[config.mk]
export PLATFORM = sky130hd
export DESIGN_NAME = alu_sequencer
export DESIGN_NICKNAME = d
export VERILOG_FILES = /design/src/rtl/alu_sequencer.sv
export SDC_FILE = /design/constraint.sdc
export NUM_CORES = 1
export LEC_CHECK = 0
export ABC_CLOCK_PERIOD_IN_PS = 2700
export CORE_ASPECT_RATIO = 1.2
export CORE_MARGIN = 3
export CORE_UTILIZATION = 56
export CTS_BUF_LIST = sky130_fd_sc_hd__clkbuf_2 sky130_fd_sc_hd__clkbuf_4 sky130_fd_sc_hd__clkbuf_8
export DETAILED_ROUTE_END_ITERATION = 8
export PLACE_DENSITY = 0.81
export SLEW_MARGIN = 20
export SYNTH_ARGS = -nofsm -noshare
export SYNTH_HDL_FRONTEND = slang
export SYNTH_SLANG_ARGS = --single-unit
[constraint.sdc]
create_clock -name clk -period 2.7 [get_ports clk]
set_input_delay 0.81 -clock clk [delete_from_list [all_inputs] [get_ports clk]]
set_output_delay 0.81 -clock clk [all_outputs]
set_load 0.02 [all_outputs]
[src/rtl/alu_sequencer.sv]
// Command sequencer for the 8-bit accumulator ALU: queues commands, drives the ALU
// selectors/operands, samples the result after LAT cycles and returns it over valid/ready.
module alu_sequencer #(
    parameter int WIDTH      = 8,
    parameter int LAT        = 1,
    parameter int FIFO_DEPTH = 4
) (
    input  logic             clk,
    input  logic             rst_n,
    input  logic             cmd_valid,
    output logic             cmd_ready,
    input  logic [2:0]       cmd_op,
    input  logic [WIDTH-1:0] cmd_a,
    input  logic [WIDTH-1:0] cmd_b,
    input  logic             cmd_chain,
    output logic             rsp_valid,
    input  logic             rsp_ready,
    output logic [WIDTH-1:0] rsp_data,
    output logic             rsp_error,
    output logic [2:0]       alu_in_selector,
    output logic [WIDTH-1:0] alu_num1,
    output logic [WIDTH-1:0] alu_num2,
    output logic [6:0]       alu_out_selector,
    input  logic [WIDTH-1:0] alu_result,
    input  logic [1:0]       alu_state,
    output logic             busy
);
    localparam int AW = (FIFO_DEPTH > 1) ? $clog2(FIFO_DEPTH) : 1;
    localparam int CW = $clog2(LAT + 1) + 1;
    localparam logic [2:0] OP_CLEAR = 3'd7;
    localparam logic [2:0] IN_PERSIST = 3'b001;
    localparam logic [2:0] IN_LOAD    = 3'b010;
    localparam logic [2:0] IN_RESET   = 3'b100;

    typedef enum logic [1:0] {S_IDLE, S_ISSUE, S_WAIT} state_t;

    logic [2:0]       mem_op    [FIFO_DEPTH];
    logic [WIDTH-1:0] mem_a     [FIFO_DEPTH];
    logic [WIDTH-1:0] mem_b     [FIFO_DEPTH];
    logic             mem_chain [FIFO_DEPTH];

    logic [AW-1:0]    wr_ptr_q, rd_ptr_q;
    logic [AW:0]      count_q;
    state_t           state_q, state_d;
    logic [CW-1:0]    cnt_q, cnt_d;
    logic [2:0]       op_q;
    logic [WIDTH-1:0] acc_q, num1_q, num2_q, rsp_data_q;
    logic             rsp_valid_q, rsp_error_q;

    logic             full, nonempty, push, pop, sample, sample_err;
    logic [WIDTH-1:0] sample_data;
    logic [6:0]       op_onehot;

    assign full      = (count_q == (AW+1)'(FIFO_DEPTH));
    assign nonempty  = (count_q != '0);
    assign push      = cmd_valid && !full;
    assign pop       = (state_q == S_IDLE) && nonempty && !rsp_valid_q;
    assign cmd_ready = !full;

    // Head is read combinationally so the pop edge can load operands straight away.
    always_ff @(posedge clk) begin
        if (push) begin
            mem_op[wr_ptr_q]    <= cmd_op;
            mem_a[wr_ptr_q]     <= cmd_a;
            mem_b[wr_ptr_q]     <= cmd_b;
            mem_chain[wr_ptr_q] <= cmd_chain;
        end
    end

    always_ff @(posedge clk or negedge rst_n) begin
        if (!rst_n) begin
            wr_ptr_q <= '0;
            rd_ptr_q <= '0;
            count_q  <= '0;
        end else begin
            if (push) wr_ptr_q <= wr_ptr_q + 1'b1;
            if (pop)  rd_ptr_q <= rd_ptr_q + 1'b1;
            case ({push, pop})
                2'b10:   count_q <= count_q + 1'b1;
                2'b01:   count_q <= count_q - 1'b1;
                default: count_q <= count_q;
            endcase
        end
    end

    assign op_onehot   = (op_q == OP_CLEAR) ? 7'd0 : (7'b1 << op_q);
    assign sample      = (state_q == S_WAIT) && (cnt_q == CW'(LAT));
    assign sample_data = (op_q == OP_CLEAR) ? '0 : alu_result;
    assign sample_err  = (op_q != OP_CLEAR) && (alu_state == 2'b11);

    always_comb begin
        state_d          = state_q;
        cnt_d            = cnt_q;
        alu_in_selector  = IN_PERSIST;
        alu_out_selector = 7'd0;
        case (state_q)
            S_IDLE: begin
                if (nonempty && !rsp_valid_q) state_d = S_ISSUE;
            end
            S_ISSUE: begin
                alu_in_selector  = (op_q == OP_CLEAR) ? IN_RESET : IN_LOAD;
                alu_out_selector = op_onehot;
                state_d          = S_WAIT;
                cnt_d            = CW'(1);
            end
            S_WAIT: begin
                alu_out_selector = op_onehot;
                if (cnt_q == CW'(LAT)) state_d = S_IDLE;
                else                   cnt_d   = cnt_q + 1'b1;
            end
            default: state_d = S_IDLE;
        endcase
    end

    always_ff @(posedge clk or negedge rst_n) begin
        if (!rst_n) begin
            state_q     <= S_IDLE;
            cnt_q       <= '0;
            op_q        <= 3'd0;
            acc_q       <= '0;
            num1_q      <= '0;
            num2_q      <= '0;
            rsp_valid_q <= 1'b0;
            rsp_data_q  <= '0;
            rsp_error_q <= 1'b0;
        end else begin
            state_q <= state_d;
            cnt_q   <= cnt_d;
            if (pop) begin
                op_q   <= mem_op[rd_ptr_q];
                num1_q <= mem_chain[rd_ptr_q] ? acc_q : mem_a[rd_ptr_q];
                num2_q <= mem_b[rd_ptr_q];
            end
            // An errored result must not seed a chained command.
            if (sample) begin
                rsp_valid_q <= 1'b1;
                rsp_data_q  <= sample_data;
                rsp_error_q <= sample_err;
                acc_q       <= sample_err ? '0 : sample_data;
            end else if (rsp_valid_q && rsp_ready) begin
                rsp_valid_q <= 1'b0;
            end
        end
    end

    assign alu_num1  = num1_q;
    assign alu_num2  = num2_q;
    assign rsp_valid = rsp_valid_q;
    assign rsp_data  = rsp_data_q;
    assign rsp_error = rsp_error_q;
    assign busy      = nonempty || (state_q != S_IDLE) || rsp_valid_q;

endmodule
Word level (Yosys, flattened, before mapping):

Memories as Yosys holds them, arrays and structs flattened. A register that Yosys moved wholly into a read port is not among the register bits.
Cells that the tools add are included.
W data, S select, Z words.

* flip-flop bits (word level): 37
* memory bits (writable): 80
* memories kept: 4

* $add $sub $neg: 5
* equality and inequality tests: 12
* reductions and logical operators: 22
* shifts and indexed selects: 1
* mux-type cells: 17

Memories
* mem_a: depth 4, width 8, read ports 1, clocked after Yosys merged registers in 0, wr ports 1, line 38 `logic [WIDTH-1:0] mem_a [FIFO_DEPTH];`
* mem_b: depth 4, width 8, read ports 1, clocked after Yosys merged registers in 1, wr ports 1, line 39 `logic [WIDTH-1:0] mem_b [FIFO_DEPTH];`
* mem_op: depth 4, width 3, read ports 1, clocked after Yosys merged registers in 1, wr ports 1, line 37 `logic [2:0] mem_op [FIFO_DEPTH];`
* mem_chain: depth 4, width 1, read ports 1, clocked after Yosys merged registers in 0, wr ports 1, line 40 `logic mem_chain [FIFO_DEPTH];`

Operators with widths (count)
* $mux W8: 3
* $mux W7: 2
* $reduce_bool A2 Y1: 4
* $logic_and A1 B1 Y1: 7
* $shl A1 B3 Y7 const A: 1
* $add A2 B1 Y2 const B: 3
* $eq A2 B1 Y1 const B: 3
* $eq A2 B2 Y1 const B: 3
* $eq A3 B3 Y1 const B: 2
* $mux W2: 3
* $mux W3: 2
* $pmux W2 S3: 1
* $pmux W3 S2: 1
* $logic_not A1 Y1: 4
* $mux W1: 4
* $ne A2 B1 Y1 const B: 2
* $pmux W2 S2: 1
* $reduce_and A2 Y1: 2
* $add A3 B1 Y3 const B: 1
* $ne A3 B3 Y1 const B: 1
* $reduce_bool A3 Y1: 1
* $sub A3 B1 Y3 const B: 1
* $logic_not A2 Y1: 1
* $logic_or A1 B1 Y1: 2
* other kinds (2): 2

Depth between registers and ports, before layout:

Gate-level depths: netlist of run 1.

* depth in word-level cells: 5
* mapped depth: 11
* depth with buffers taken out: 10

Least setup slack after synthesis of run 1:

No wires, ideal clock.

* path kind: reg2reg
* from: reg state_q[0]
* to: reg count_q[2]
* cell stages (with the launch flop): 12
* setup time: 0.079 ns
* buffers on the path: 1
* path slack: 0.386 ns
* period minus slack after synthesis: 2.314 ns
* required time: 2.621 ns
* arrival: 2.235 ns
* cell sequence: dfrtp_1 inv_1 ha_1 or3b_1 inv_1 buf_2 ha_1 inv_1 fa_1 xor2_1 nor2_1 xor2_1

* longest elaborated chain between the ends: 5
* elaborated cells on any way between the ends: 7
* classes of those cells: eq/ne: 2; mux: 1; reduce/logical: 4

Ends and longest elaborated chain
* from (decl): line 44 `state_t state_q, state_d;`
* from (signal assigned): line 127 `state_q <= state_d;`
* $logic_not A2 Y1 (*): line 57 `assign pop = (state_q == S_IDLE) && nonempty && !rsp_valid_q;`
* $logic_and A1 B1 Y1 (*) (2 in a row): line 57
* via pop: line 50 `logic full, nonempty, push, pop, sample, sample_err;`
* $eq A2 B1 Y1 / $eq A2 B2 Y1 (equally long branches): line 78 `case ({push, pop})`
* $pmux W3 S2 / $reduce_bool A2 Y1 (equally long branches)
* to (signal assigned): line 79 `2'b10: count_q <= count_q + 1'b1;`
* to (signal assigned): line 80 `2'b01: count_q <= count_q - 1'b1;`
* to (signal assigned): line 81 `default: count_q <= count_q;`
* to (decl): line 43 `logic [AW:0] count_q;`

The timed path passes the listed nets; every way through them passes the cells marked *.
A chain may end at the register's enable or synchronous reset.

Final worst setup path of run 1:

* from: reg state_q[1]
* to: out alu_in_selector[0]

* longest elaborated chain between the ends: 2

Ends and longest elaborated chain
* $eq A2 B1 Y1: line 96 `case (state_q)`
* $mux W3: line 96
* to (decl): line 20 `output logic [2:0] alu_in_selector,`

No other way between the ends.

==> summary.md, run 1 <==
| Metric | Value |
|---|---|
| Row count | `37` |
| Hold slack | `~0.36 ns` |
| Leading area contributor after synthesis | `edfxtp_1` |
| Maxcap violations | `0` |
| Synth cell types | `32` |
| Post-synth top area share | `47.4%` |
| Ports | `72` |
| Main combinational cell family by area after synthesis | `multiplexers` |
| Crit path capture type | `output pin` |
| CTS tree | `yes` |
| Depth of the worst register-to-register path | `10` |
| Pre-CTS setup slack | `roughly 0.021 ns` |
| Initial antenna violation count | `0` |
| H-Tree Depth | `4` |
| Synth Area in Compound Gates | `~4.8%` |
| Post-Syn Nets | `354` |
| Initial DRC count | `approximately 150` |
| Fillers | `between 500 and 600` |
| Post-Synth Adder-Cell Area | `2.86%` |
| Setup ws final | `~0.11 ns` |
| Synth area leaders | `edfxtp_1, dfrtp_1, mux4_2, nand2_1, a22o_1` |
| Nets | `444` |
| Drt first pass iters | `4` |
| Fin crit share | `about 96%` |
| Post-CTS Setup Bufs | `0` |
| Yosys reg bits | `128` |
| Worst endpoint data arrival time | `1.78 ns` |
| Peak supply drop | `approximately 0.00062 V` |
| Synthesized area | `5070 sq um` |
| CTS buffer count | `17` |
| Total grt overflow | `0` |
| Ratio of cells with drive above 1 in the final layout | `between 10% and 20%` |
| Cells after DPL | `just under 500` |
| HPWL Detailed | `5940 um` |
| Syn_area_per_cell | `between 15 and 20 sq um` |
| Post-DP Area | `about 5900 sq um` |
| Crit Reg-Reg Endpoint | `count_q[2]` |
| Final wirelength | `~9000 um` |
| Setup crit start | `state_q[1]` |
| Die width | `92.9 um` |
| Via count | `around 2800` |
| Largest net degree at the start of global routing | `49` |
| GRT Total Usage | `19.3%` |
| IO buf count | `just over 70` |
| Clk_lat worst skew | `around 0.42 ns` |
| CP max FO | `4` |
| Die span in y | `between 100 and 150 um` |
| FF-to-FF setup slack | `approximately 0.4 ns` |
| Slew Limit Fails | `0` |
| Leakage Power | `2.50 nW` |
| Vias per cell | `approximately 5.3` |
| CTS Sinks | `about 130` |
| Peak Freq | `386 MHz` |
| Worst setup path end | `alu_in_selector[0]` |
| Design Area, Final | `approximately 6300 sq um` |
| CP Class | `register to output pin` |
| Critical R2R Launch | `state_q[0]` |
| Min-Delay Path Class | `primary input to asynchronous set/reset pin` |
| Type of origin of the critical path | `register` |
| Clock transition at path regs | `approximately 0.070 ns` |
| Critical Path RT | `~1.9 ns` |
| Final setup violation count | `0` |
| Outcome | `completed` |
| Final core utilization | `72.6%` |
| Post-synthesis mux area share | `around 11%` |
| Post-route insts no fill | `approximately 530` |
| First-pass GRT wire length | `roughly 14000 um` |
| Antenna-violating nets left | `0` |
| Cell count after synthesis | `309` |
| Fin. Hold Viols | `0` |
| XOR/XNOR share of the synthesized area | `approximately 1.2%` |
| Worst slew margin | `71.2%` |
| Least-Margin Pin Slew | `around 0.43 ns` |
| Ant diodes | `0` |
| Power Dens Cells | `approximately 1200 nW/um^2` |
| Synth Warn # | `0` |
| Sequential-to-total area share from yosys stat | `between 70% and 80%` |
| Via count of the first global-routing pass | `just under 3000` |
| Area of the die | `just over 10000 sq um` |
| Clock Path Buffers | `2` |
| Routed wire per std cell | `16.9 um` |
| Root buffer cell | `clkbuf_8` |
| Minimum clock period | `2.59 ns` |
| Area Growth Syn to Fin | `24.6%` |
| DRC viols | `0` |
| Gpl congestion | `slightly below 0.8` |
| Post-Synth Simple-Gate Area | `just over 6%` |
| Clock skew | `a little over 0.009 ns` |
| Initial Util | `58.3%` |
| Core box area | `8700 sq um` |
metrics by stage:
stage	total power [mW]	TNS (ns)
after global routing	7.80	-0.000532
final	7.34	0
after CTS	7.40	0
after detailed placement	5.91	0
after floorplan	4.92	0
after global placement	5.80	0
worst max-delay path, stage by stage, from the launching register on:
cell and delay [ns]:
dfrtp_1 0.35, inv_1 0.10, ha_1 0.20, inv_1 0.09, clkdlybuf4s50_1 0.62
layer usage:
metal	track usage, %	vias up	wire length [um]
met5	0	-	0
met3	4.75	13	417
met1	25.1	1401	3810
met4	9.01	0	142
met2	31.0	78	4590
li1	-	1325	-
registers in the layout, summed over array words and instances, names as in the netlist, 3 cells and up:
signal and cells:
acc_q 8, alu_num1 8, alu_num2 8, count_q 3, mem_a 32, mem_b 32, mem_chain 4, mem_op 12
op_q 3, rsp_data 8
worst min path at each step:
stage	endpoint	slack (ns)	cells after the start
final	count_q[0]	0.36	2
after floorplan	cnt_q[1]	0.44	2
after CTS	count_q[1]	0.35	2
after detailed placement	alu_num2[6]	0.47	2
after global placement	cnt_q[1]	0.46	2
after global routing	count_q[0]	0.36	2
cell type report:
class	count	area, sq um	area share (%)
timing repair buffer	83	795	12.6
sequential	128	3600	57.0
clock inverter	15	136	2.16
inverter	14	52.6	0.831
clock buffer	17	234	3.70
tap	117	146	2.32
multi-input combinational	155	1350	21.4
power by group:
part	switching (mW)	leakage, nW	internal, mW
combinational	1.50	0.999	1.36
sequential	0.299	1.33	2.70
clock	0.753	0.167	0.733
total	2.55	2.50	4.79
layout by cell type, fill, tap and decap left out, drive strengths merged, types with 12 or more instances in the layout:
cell type / n
edfxtp: 80
clkdlybuf4s50: 61
nand2: 49
dfrtp: 48
mux4: 20
clkbuf: 18
inv: 18
a22o: 16
buf: 14
o21ai: 12
what timing repair did:
item / CTS / global route
hold buffers: 0 / 0
endpoints found under the setup margin: 9 / 8
gates resized for setup: 13 / 6
pin swaps: 0 / 0
synth_stat cells (all sizes together):
master	count
a21oi	1
mux4	20
nand2	49
fa	1
nor3	3
nor2	8
nand3	3
o21ai	12
nand2b	3
xnor2	4
edfxtp	80
buf	10
ha	10
or3b	1
nor2b	1
inv	14
a22o	16
mux2	2
a32o	1
xor2	2
a21boi	1
o41ai	1
and3	4
dfrtp	48
clkbuf	2
and2	2
mux2i	10
cell families after synthesis:
| kind of cell | Yosys count |
|---|---|
| buffers and inverters | 26 |
| and+or+nand+nor | 74 |
| muxes | 32 |
| AOI/OAI and AO/OA | 32 |
| xor gates and xnor gates | 6 |
| adders and majority gates | 11 |
| DFF | 128 |
Power figures use the tool's default switching activity.
==> run 2, diff against run 1 <==
ABC_CLOCK_PERIOD_IN_PS = 3300   (was 2700)
CORE_UTILIZATION = 60   (was 56)
PLACE_DENSITY = 0.86   (was 0.81)
clock period = 3.3 ns   (was 2.7 ns; I/O delays follow)
==> summary.md, run 2 (synthesis results as in run 1) <==
| Metric | Value |
|---|---|
| Clock transition at path regs | `roughly 0.070 ns` |
| Cells on Worst Hold Path | `2` |
| Net Switching | `around 2.1 mW` |
| Min-Delay Path Class | `register to register` |
| Fin. Hold Viols | `0` |
| Die width | `around 90 um` |
| Pre-CTS setup slack | `~0.47 ns` |
| HPWL Detailed | `6330 um` |
| Post-DP Area | `between 5000 and 6000 sq um` |
| Crit path capture type | `output pin` |
| Peak supply drop | `approximately 0.00051 V` |
| Clock power share | `21.1%` |
| Clock Path Buffers | `2` |
| Switching part of the total | `34.6%` |
| Number of hold buffers added after cts | `0` |
| First-pass GRT wire length | `16300 um` |
| Crit Reg-Reg Endpoint | `count_q[2]` |
| Post-route insts no fill | `around 520` |
| Row count | `36` |
| CTS buffer count | `17` |
| Drt first pass iters | `4` |
| Initial Util | `between 60 and 70%` |
| DRC viols | `0` |
| Part of the power in registers | `slightly above 40%` |
| Hold endpoint | `alu_num2[6]` |
| Area of the die | `between 9000 and 10000 sq um` |
| Clk_lat worst skew | `0.42 ns` |
| Crit path cell chain | `inv_1, ha_1, nand2b_1, nor2_1, clkdlybuf4s50_1` |
| Initial DRC count | `162` |
| FF-to-FF setup slack | `roughly 0.83 ns` |
| Final setup violation count | `0` |
| Via count | `2937` |
| Root buffer cell | `clkbuf_8` |
| Power Dens Cells | `between 900 and 1000 nW/um^2` |
| Critical path's slowest cell | `clkdlybuf4s50_1` |
| Antenna-violating nets left | `0` |
| Die span in y | `107 um` |
| RSZ-0062 raised after global routing | `false` |
| Comb power frac | `between 30% and 40%` |
| Nets | `about 440` |
| Worst hold start | `alu_num2[6]` |
| Slowest stage delay, CP | `0.62 ns` |
| Critical Path RT | `between 2 and 2.5 ns` |
| CP max FO | `6` |
| Most common cell after layout, fill and taps aside | `edfxtp_1` |
| Critical R2R Launch | `state_q[0]` |
| CP Class | `register to output pin` |
| Least-Margin Pin Slew | `0.665 ns` |
| CTS Sinks | `around 130` |
| Area Growth Syn to Fin | `24.4%` |
| IO buf count | `between 70 and 80` |
| H-Tree Depth | `4` |
| Outcome | `completed` |
| Cells after DPL | `around 490` |
| Final wirelength | `just under 10000 um` |
| Fin crit share | `between 90% and 100%` |
| Hold slack | `roughly 0.49 ns` |
| Worst slew margin | `55.6%` |
| Worst endpoint data arrival time | `about 2.1 ns` |
| Largest net degree at the start of global routing | `49` |
| Peak Freq | `320 MHz` |
| Maxcap violations | `0` |
| Ratio of cells with drive above 1 in the final layout | `16.1%` |
| GRT Total Usage | `22.8%` |
| Post-route setup TNS | `0 ns` |
| Slew Limit Fails | `0` |
| Design Area, Final | `between 6000 and 7000 sq um` |
| Initial antenna violation count | `0` |
| Routed wire per std cell | `~19 um` |
| Type of origin of the critical path | `register` |
| Setup ws final | `roughly 0.18 ns` |
| Clock skew | `roughly 0.0065 ns` |
| Total power | `around 6.1 mW` |
| Power Internal | `3.99 mW` |
| Via count of the first global-routing pass | `about 3100` |
| Biggest regs | `mem_a x32, mem_b x32, mem_op x12` |
| Final core utilization | `~77%` |
| Most frequent cells in the layout | `edfxtp_1, clkdlybuf4s50_1, nand2_1` |
| Ant diodes | `0` |
| Vias per cell | `around 5.6` |
| Depth of the worst register-to-register path | `11` |
| Leakage Power | `roughly 2.5 nW` |
| Core box area | `a little over 8000 sq um` |
| Ports | `just over 70` |
| Gpl congestion | `between 0.7 and 0.8` |
| Total grt overflow | `0` |
| CTS tree | `yes` |
| Minimum clock period | `3.12 ns` |
-- run 2: cell types whose count changed in the layout (fill, tap and decap cells not counted), moves of 2 or more --
| cell | before | now |
|---|---|---|
| clkinv_4 | 1 | 3 |
| clkdlybuf4s50_1 | 61 | 68 |
| dlygate4sd2_1 | 5 | 0 |
| inv_6 | 4 | 0 |
| clkinvlp_4 | 7 | 5 |
-- run 2: repair_timing --
| item | CTS | global route |
|---|---|---|
| endpoints found under the setup margin | 0 | 2 |
| buffers inserted | 0 | 0 |
| gates resized for setup | 0 | 2 |
-- run 2: worst max-delay path, delay by kind of cell, from the launching register on --
kind | cells | cell delay (ns)
flops | 1 | 0.37
buf+inv | 2 | 0.70
simple gates | 2 | 0.25
fa+ha+maj | 1 | 0.38
-- run 2: how the worst max path moves through the flow --
stage                          start                   to  slack, ns  cells after the start
after floorplan           state_q[0]  alu_out_selector[0]       0.98                      4
after global placement     cmd_valid           count_q[2]       0.56                      9
after detailed placement   cmd_valid           count_q[2]       0.47                      9
after CTS                 state_q[0]  alu_out_selector[0]       0.08                      5
after global routing      state_q[0]  alu_out_selector[2]       0.02                      5
final                     state_q[0]  alu_out_selector[3]       0.18                      5
-- run 2: layout make-up --
class                           instances  area [sq um]
Clock inverter                         14           143
Timing Repair Buffer                   81           786
Multi-Input combinational cell        155          1340
Clock buffer                           18           248
Tap cell                              114           143
Fill cell                             452          1840
Inverter                               14          52.6
Sequential cell                       128          3600
-- run 2: power by group through the flow --
stage / logic (mW) / clock network (mW) / registers [mW]
floorplan: 1.44 / 0 / 2.59
global placement: 2.25 / 0 / 2.48
detailed placement: 2.34 / 0 / 2.52
CTS: 2.37 / 1.31 / 2.49
global route: 2.55 / 1.39 / 2.55
finish: 2.33 / 1.29 / 2.49
-- run 2: routing by layer --
metal	track usage (%)	wire [um]	share of wire, %	vias up
li1	-	-	-	1318
met5	0	0	0	-
met3	7.72	561	5.7	13
met4	6.89	137	1.4	0
met2	38.4	5230	53	104
met1	28.2	3860	39	1502
